### config.mk
export PLATFORM = sky130hd
export DESIGN_NAME = pwm_multi_channel
export DESIGN_NICKNAME = d
export VERILOG_FILES = /design/src/rtl/pwm_multi_channel.sv
export SDC_FILE = /design/constraint.sdc
export NUM_CORES = 1
export LEC_CHECK = 0
export CAP_MARGIN = 10
export CORE_MARGIN = 2
export CORE_UTILIZATION = 52
export CTS_CLUSTER_SIZE = 28
export DETAILED_ROUTE_END_ITERATION = 10
export GPL_ROUTABILITY_DRIVEN = 1
export PLACE_DENSITY = 0.86
export SYNTH_ARGS = -nofsm -noshare
export SYNTH_HDL_FRONTEND = slang
export SYNTH_SLANG_ARGS = --single-unit
### constraint.sdc
create_clock -name Clk50M -period 3.6 [get_ports Clk50M]
set_clock_uncertainty 0.1 [all_clocks]
set_input_delay 0.72 -clock Clk50M [delete_from_list [all_inputs] [get_ports Clk50M]]
set_output_delay 0.72 -clock Clk50M [all_outputs]
set_load 0.02 [all_outputs]
### src/rtl/pwm_multi_channel.sv
// Multi-channel PWM generator: one shared edge- or center-aligned counter
// feeding CHANNELS compare outputs, with shadowed configuration applied at update events.
module pwm_multi_channel #(
  parameter int WIDTH    = 32,
  parameter int CHANNELS = 4
) (
  input  logic                      Clk50M,
  input  logic                      Rst,
  input  logic                      cnt_en,
  input  logic                      cfg_wr,
  input  logic [WIDTH-1:0]          cfg_arr,
  input  logic [CHANNELS*WIDTH-1:0] cfg_ccr,
  input  logic [CHANNELS-1:0]       cfg_pol,
  input  logic                      cfg_center,
  output logic                      cfg_busy,
  output logic                      period_end,
  output logic [CHANNELS-1:0]       o_pwm
);

  logic [WIDTH-1:0]          r_cnt;
  logic                      r_dirDown;
  logic [WIDTH-1:0]          r_arr;
  logic [CHANNELS*WIDTH-1:0] r_ccr;
  logic [CHANNELS-1:0]       r_pol;
  logic                      r_center;
  logic [WIDTH-1:0]          r_pArr;
  logic [CHANNELS*WIDTH-1:0] r_pCcr;
  logic [CHANNELS-1:0]       r_pPol;
  logic                      r_pCenter;
  logic                      r_busy;
  logic                      r_periodEnd;
  logic [CHANNELS-1:0]       r_pwm;

  logic                      w_upd;
  logic [WIDTH-1:0]          w_nextArr;
  logic                      w_nextCenter;
  logic [WIDTH-1:0]          w_cntInc;
  logic [WIDTH-1:0]          w_cntNext;
  logic                      w_dirNext;
  logic [CHANNELS-1:0]       w_cmp;

  // The reload after an update event must use the configuration being applied at that edge.
  always_comb begin
    w_nextArr    = r_busy ? r_pArr : r_arr;
    w_nextCenter = r_busy ? r_pCenter : r_center;
    w_cntInc     = r_cnt + WIDTH'(1);

    if (!cnt_en)
      w_upd = 1'b1;
    else if (!r_center)
      w_upd = (r_cnt == '0);
    else
      w_upd = (r_arr == '0) || (r_dirDown && (r_cnt <= WIDTH'(1)));

    w_cntNext = r_cnt;
    w_dirNext = r_dirDown;
    if (w_upd) begin
      w_cntNext = w_nextCenter ? '0 : w_nextArr;
      w_dirNext = 1'b0;
    end else if (!r_center || r_dirDown) begin
      w_cntNext = r_cnt - WIDTH'(1);
    end else begin
      w_cntNext = w_cntInc;
      w_dirNext = (w_cntInc >= r_arr);
    end

    w_cmp = '0;
    for (int k = 0; k < CHANNELS; k++)
      w_cmp[k] = (r_cnt >= r_ccr[k*WIDTH +: WIDTH]) ^ r_pol[k];
  end

  always_ff @(posedge Clk50M) begin
    if (Rst) begin
      r_cnt       <= '0;
      r_dirDown   <= 1'b0;
      r_arr       <= '0;
      r_ccr       <= '0;
      r_pol       <= '0;
      r_center    <= 1'b0;
      r_pArr      <= '0;
      r_pCcr      <= '0;
      r_pPol      <= '0;
      r_pCenter   <= 1'b0;
      r_busy      <= 1'b0;
      r_periodEnd <= 1'b0;
      r_pwm       <= '1;
    end else begin
      r_cnt       <= w_cntNext;
      r_dirDown   <= w_dirNext;
      r_periodEnd <= w_upd && cnt_en;
      r_pwm       <= w_cmp;

      if (w_upd && r_busy) begin
        r_arr    <= r_pArr;
        r_ccr    <= r_pCcr;
        r_pol    <= r_pPol;
        r_center <= r_pCenter;
      end

      // A write coinciding with an update lands in the shadow after the old shadow is applied.
      if (cfg_wr) begin
        r_pArr    <= cfg_arr;
        r_pCcr    <= cfg_ccr;
        r_pPol    <= cfg_pol;
        r_pCenter <= cfg_center;
        r_busy    <= 1'b1;
      end else if (w_upd) begin
        r_busy <= 1'b0;
      end
    end
  end

  assign cfg_busy   = r_busy;
  assign period_end = r_periodEnd;
  assign o_pwm      = r_pwm;

endmodule

==> impl_metrics.csv, run 1 <==
group,metric,value,unit
cts,clk_pin_slew,0.06,ns
synthesis,synthAdderAreaFrac,11.0,%
grt,grt_antenna_before_repair,0,
worst_setup_path,crit_path_start_kind,"flip-flop",
cts,cts_root_buffer,"clkbuf_16",
synthesis,seq_area_frac_synth,39.7,%
synthesis,yosys_warnings,0,
cts,cts_tree,"yes",
placement,hpwl,37300,µm
route,postRouteAntennaNets,0,
synthesis,synthXorXnorAreaFrac,2.87,%
worst_setup_path,rr_endpoint,"r_dirDown",
synthesis,syn_avg_cell_area,8.26,µm²
route,drt_iter0_markers,1292,
run_status,status,"finished, final reports clean",
cts,numCtsBuffers,39,
worst_setup_path,crit_fanout,4,
synthesis,synth_top_area_share,39.7,%
grt,grt_max_degree,166,
floorplanning,dieArea,0.0373,mm²
worst_setup_path,rrSetupSlack,0.27,ns
route,wl_met3,3990,µm
route,viasPerCell,5.72,
route,top_layer,"met4",
cts,htreeDepth,2,
grt,grt_pass1_wl,82700,µm
hold_path,worstHoldEndpoint,"r_ccr[114]",
route,drt_first_pass_iters,5,
synthesis,ys_ff_latch,369,
worst_setup_path,crit_slowest_cell,"or4_1",
placement,place_ws,0.370,ns
cts,cts_resized,0,
placement,io_buffers,174,
synthesis,synth_edf_count,0,
worst_setup_path,path_common_cell,"nor2_1",
hold_path,hp-class,"flip-flop to flip-flop",
cts,cts_buffer_depth,3,
cts,post-cts-setup-buffers,0,
timing,fmax,300,MHz
floorplanning,num_io_pins,175,
synthesis,synth_cell_types,57,
worst_setup_path,reg2reg_depth,11,
grt,first_global_vias,16400,
synthesis,synth.most_common_cell,"nand2_1",
route,vias,16500,
synthesis,synth_compound_area_share,11.1,%
synthesis,synthCells,2251,
placement,gp_congestion,1.03,
route,drc_errors,0,
flow_run,maxCapViolations,0,
timing,slew_headroom,35.4,%
route,wl,52800,µm
worst_setup_path,cp_data_required_time,3.91,ns
synthesis,netlist_top_cells_area,"dfxtp_1 40%, ha_1 11%, mux2i_1 10%",
synthesis,netlist_area,0.0186,mm²
synthesis,async_flop_share,0,%
worst_setup_path,crit_type,"flip-flop to flip-flop",
pwr,p_leak,8.92,nW
worst_setup_path,cp.arrival,3.64,ns
cells_and_area,drive_gt1_share,5.68,%
synthesis,yosys.area.top_type,"dfxtp_1",
placement,placed_cell_area,0.0210,mm²
cts,clock_latency,0.54,ns
hold_path,holdCritStartpoint,"r_pCcr[114]",
timing,fin_hold_ws,0.353,ns
timing,post-route-min-period,3.33,ns
synthesis,synth-main-ff-cell,"dfxtp_1",
timing,fin_tns_setup,0,ns
worst_setup_path,path_delay_family,"simple AND/OR/NAND/NOR gates",
synthesis,synth_common_cells,"397 x nand2_1, 369 x dfxtp_1, 253 x nor2_1",
cells_and_area,area_growth,20.0,%
pwr,max-vdd-ir-drop,0.358,mV
route,wl_met1,21200,µm
worst_setup_path,path_cells,"nand4_1, or4_1, or3_1, nor2_1, xor2_1, ha_1, and4_1, a221oi_1, nor2_1, a211oi_1, o21ai_0",
timing,finalHoldViolations,0,
floorplanning,die-height,193,µm
grt,track_usage,27.9,%
timing,fin_crit_sh,92.5,%
worst_setup_path,r2r_start,"r_cnt[9]",
cells_and_area,n_antenna_cell,0,
synthesis,synthMuxAreaShare,10.4,%
synthesis,yosys.area_share.simple,18.6,%
floorplanning,row_count,69,
route,detail_route.wl_per_cell,18.3,µm
timing,worst_pin_slew,0.966,ns
worst_setup_path,critical_path_buf_inv_count,0,
grt,grt-ovfl-total,0,
worst_setup_path,crit_path_max_incr_delay,0.57,ns
synthesis,syn-num-nets,2584,
timing,worst_slack,0.270,ns
cells_and_area,utilization,63.1,%
cts,clock_sinks,369,
hold_path,worstHoldPathCells,2,
worst_setup_path,end_kind,"flip-flop",
cts,hold_buffers,0,
cells_and_area,final_area,0.0223,mm²
floorplanning,core,0.0354,mm²
route,wl_met2,24400,µm
timing,finalSetupViolations,0,
pwr,power_density,466,mW/mm²
timing,drv_slew,0,
synthesis,synth_top_family_by_area,"simple AND/OR/NAND/NOR gates",
cells_and_area,finalNetCount,2733,
floorplanning,chipWidth,193,µm
timing,rsz0062_at_grt,"no",
floorplanning,start_util,52.5,%
kinds of logic after synthesis:
family / after synthesis
fa+ha+maj: 164
xor+xnor: 61
buf+inv: 290
flops: 369
mux: 194
simple gates: 810
compound gates: 363
stage by stage:
step	power [mW]	std cells
after floorplan	5.52	2251
after global placement	6.10	2820
after detailed placement	6.17	2820
after CTS	10.4	2891
after global routing	10.8	2891
final	10.4	2891
placed cells by master, fill, tap and decap left out, types with 3 or more instances in the layout:
cell type and count:
nand2_1 397, dfxtp_1 369, nor2_1 253, a21oi_1 252
mux2i_1 194, clkdlybuf4s50_1 172, ha_1 164, inv_1 161
buf_4 57, clkbuf_16 41, xnor2_1 37, nand3_1 35
nand4_1 30, o21ai_0 28, xor2_1 24, nor4_1 20
a221oi_1 15, and4_1 14, nor3_1 14, a21o_1 10
or3_1 8, a211oi_1 8, and3_1 7, or4_1 6
nor2b_1 6, a31oi_1 6, clkbuf_1 6, clkbuf_8 6
clkinv_2 6, buf_12 6, nand2b_1 5, o32ai_1 5
bufinv_16 5, a211o_1 4, o211ai_1 4, o31ai_1 4
clkinvlp_4 4, and2_1 3, o22a_1 3, o22ai_1 3
how the worst max path moves through the flow:
stage,slack (ns),start,endpoint,cells past startpoint
floorplan,0.16,r_cnt[6],r_dirDown,13
global placement,0.39,r_cnt[7],r_dirDown,12
detailed placement,0.37,r_cnt[14],r_dirDown,12
CTS,0.35,r_cnt[14],r_dirDown,12
global route,0.11,r_cnt[9],r_dirDown,11
finish,0.27,r_cnt[9],r_dirDown,11
sequential cells by signal, indices dropped and copies added (netlist names):
signal,cells
r_pCcr,128
r_dirDown,1
o_pwm,4
r_pol,4
period_end,1
r_pArr,32
r_pPol,4
r_pCenter,1
r_ccr,128
r_arr,32
r_cnt,32
r_center,1
cfg_busy,1
power by group:
group          leakage (nW)  switching, mW  internal, mW
Clock                 0.666           1.72          2.57
Sequential             3.02          0.144          4.27
Combinational          5.24          0.945         0.768
per-layer routing:
layer	global-route usage, %	up-vias
met4	16.1	0
met2	46.3	645
li1	-	7897
met3	4.76	224
met5	0	-
met1	34.2	7757
worst register-to-register path, cell delays in order, from the launching register on:
cell and delay [ns]:
dfxtp_1 0.36, nand4_1 0.20, or4_1 0.57, or3_1 0.44, nor2_1 0.15, xor2_1 0.20, ha_1 0.27, and4_1 0.22
a221oi_1 0.31, nor2_1 0.07, a211oi_1 0.20, o21ai_0 0.12
final cells by class:
class / instances / area (µm²)
clock inverters: 19 / 256
flip-flops and latches: 369 / 7390
multi-input cells: 1592 / 10100
well taps: 461 / 577
inverters: 161 / 604
fillers: 2874 / 13100
clock buffers: 52 / 1120
repair buffers: 237 / 2300
Note: power is estimated with default switching activity, not from simulation.
==> run 2: changes to the inputs <==
- CORE_ASPECT_RATIO: unset -> 1.1
- MAX_ROUTING_LAYER: unset -> met4
==> run 2 against run 1 <==
Net effect:
- sequential share of layout area down 0.14 points
- sequential cell count stayed put
- design area increased by 0.44%
- non-clock buffer count up 15
- worst hold slack barely moved
- fmax is 4.9% lower
- critical path type unchanged
==> impl_metrics.csv, run 2 (synthesis results as in run 1) <==
group,metric,value,unit
run_status,status,"finished, final reports clean",
route,drt_iter0_markers,1438,
route,wl,53500,µm
cells_and_area,area_growth,20.6,%
grt,grt_antenna_before_repair,0,
floorplanning,core,0.0352,mm²
worst_setup_path,crit_slowest_cell,"or4_1",
timing,fin_crit_sh,97.3,%
cts,cts_root_buffer,"clkbuf_16",
floorplanning,chipWidth,184,µm
cts,hold_buffers,0,
cells_and_area,drive_gt1_share,6.22,%
worst_setup_path,crit_start,"r_cnt[14]",
pwr,p_comb_share,17.1,%
worst_setup_path,r2r_start,"r_cnt[14]",
pwr,pwr-share-clk,40.0,%
timing,slew_headroom,41.4,%
pwr,power_density,458,mW/mm²
worst_setup_path,cp.arrival,3.86,ns
cts,cts_buffer_depth,3,
worst_setup_path,crit_type,"flip-flop to flip-flop",
worst_setup_path,crit_path_max_incr_delay,0.65,ns
timing,finalSetupViolations,0,
pwr,p_sw_share,27.4,%
grt,first_global_vias,16200,
cts,numCtsBuffers,38,
cells_and_area,top_regs,"r_ccr: 128 flops, r_pCcr: 128 flops",
placement,place_ws,0.141,ns
hold_path,holdCritStartpoint,"r_pCcr[107]",
route,postRouteAntennaNets,0,
timing,worst_slack,0.0985,ns
floorplanning,num_io_pins,175,
cts,cts_resized,0,
route,detail_route.wl_per_cell,18.3,µm
worst_setup_path,crit_fanout,42,
cts,clock_latency,0.55,ns
grt,grt_pass1_wl,84700,µm
worst_setup_path,path_depth,8,
floorplanning,dieArea,0.0373,mm²
worst_setup_path,crit_path_start_kind,"flip-flop",
pwr,power.share.sequential,42.9,%
pwr,internal_power,7.45,mW
cells_and_area,n_antenna_cell,0,
cells_and_area,n_fill_cell,2825,
cts,clock_sinks,369,
cells_and_area,layout_commonest_cell,"nand2_1",
route,vias,16600,
worst_setup_path,end_kind,"flip-flop",
timing,worst_pin_slew,0.879,ns
worst_setup_path,critical_path_buf_inv_count,2,
flow_run,maxCapViolations,0,
hold_path,hp-class,"flip-flop to flip-flop",
route,drt_first_pass_iters,6,
timing,post-route-min-period,3.50,ns
timing,fin_tns_setup,0,ns
grt,track_usage,29.4,%
grt,grt_max_degree,99,
pwr,power_switching,2.82,mW
worst_setup_path,path_delay_family,"simple AND/OR/NAND/NOR gates",
worst_setup_path,path_common_cell,"or4_1",
cts,htreeDepth,2,
grt,grt-ovfl-total,0,
floorplanning,row_count,72,
timing,fmax,286,MHz
placement,hpwl,38400,µm
worst_setup_path,cp_data_required_time,3.96,ns
floorplanning,die-height,202,µm
cts,clk_pin_slew,0.06,ns
cts,post-cts-setup-buffers,0,
floorplanning,start_util,52.8,%
timing,finalHoldViolations,0,
timing,drv_slew,0,
pwr,p_leak,8.99,nW
placement,io_buffers,174,
worst_setup_path,path_cells,"buf_4, or4_1, or4_1, nor4b_4, o31a_2, buf_12, nand2_1, a21oi_1",
placement,gp_congestion,1.03,
cells_and_area,finalNetCount,2747,
cells_and_area,layout_common_cells,"397 x nand2_1, 369 x dfxtp_1, 253 x nor2_1, 252 x a21oi_1, 194 x mux2i_1",
cts,cts_tree,"yes",
pwr,max-vdd-ir-drop,0.387,mV
route,viasPerCell,5.67,
timing,rsz0062_at_grt,"no",
route,drc_errors,0,
worst_setup_path,reg2reg_depth,8,
hold_path,worstHoldPathCells,2,
## run 2: cell types whose count changed in the layout (fill, tap and decap cells not counted), sizes merged
cell	change
bufinv	-1
inv	+2
clkinvlp	-2
clkinv	+1
clkbuf	-3
buf	+15
## run 2: layout make-up
| class | instances | area [µm²] | area share [%] |
|---|---|---|---|
| clock buffers | 49 | 1060 | 4.74 |
| clock inverters | 19 | 240 | 1.07 |
| inverters | 161 | 604 | 2.70 |
| well taps | 481 | 602 | 2.68 |
| flip-flops and latches | 369 | 7390 | 32.9 |
| multi-input cells | 1592 | 10100 | 45.0 |
| repair buffers | 252 | 2450 | 10.9 |
## run 2: per-stage QoR
stage / hold WS [ns] / cells / utilization [%] / power (mW) / instance area (µm²)
global route: 0.370 / 2923 / 63.7 / 10.6 / 22400
finish: 0.353 / 2923 / 63.7 / 10.3 / 22400
CTS: 0.355 / 2923 / 63.7 / 10.3 / 22400
detailed placement: 0.347 / 2855 / 60.0 / 6.20 / 21100
global placement: 0.338 / 2855 / 60.0 / 6.14 / 21100
floorplan: 0.331 / 2251 / - / 5.52 / 18600
## run 2: metal layers
layer / track usage, % / wire length, µm / vias up
met5: - / 0 / -
met4: 11.9 / 2140 / 0
met3: 4.16 / 3710 / 145
met2: 47.9 / 25400 / 641
met1: 36.6 / 22300 / 7847
li1: - / - / 7943
## run 2: worst reg2reg max path: stages (launching register included)
cell and delay, ns:
dfxtp_1 0.33, buf_4 0.20, or4_1 0.43, or4_1 0.65
nor4b_4 0.56, o31a_2 0.56, buf_12 0.29, nand2_1 0.14
a21oi_1 0.15
## run 2: power groups by stage
stage | Combinational (mW) | Sequential (mW) | Clock, mW
floorplan | 1.05 | 4.47 | 0
global placement | 1.65 | 4.49 | 0
detailed placement | 1.71 | 4.49 | 0
CTS | 1.73 | 4.40 | 4.13
global route | 1.91 | 4.42 | 4.31
finish | 1.75 | 4.41 | 4.11
## run 2: final timing paths
path	end	slack, ns
max	r_ccr[118]	0.1
min reg2reg	r_ccr[107]	0.35
max reg2reg	r_ccr[118]	0.1
min	r_ccr[107]	0.35
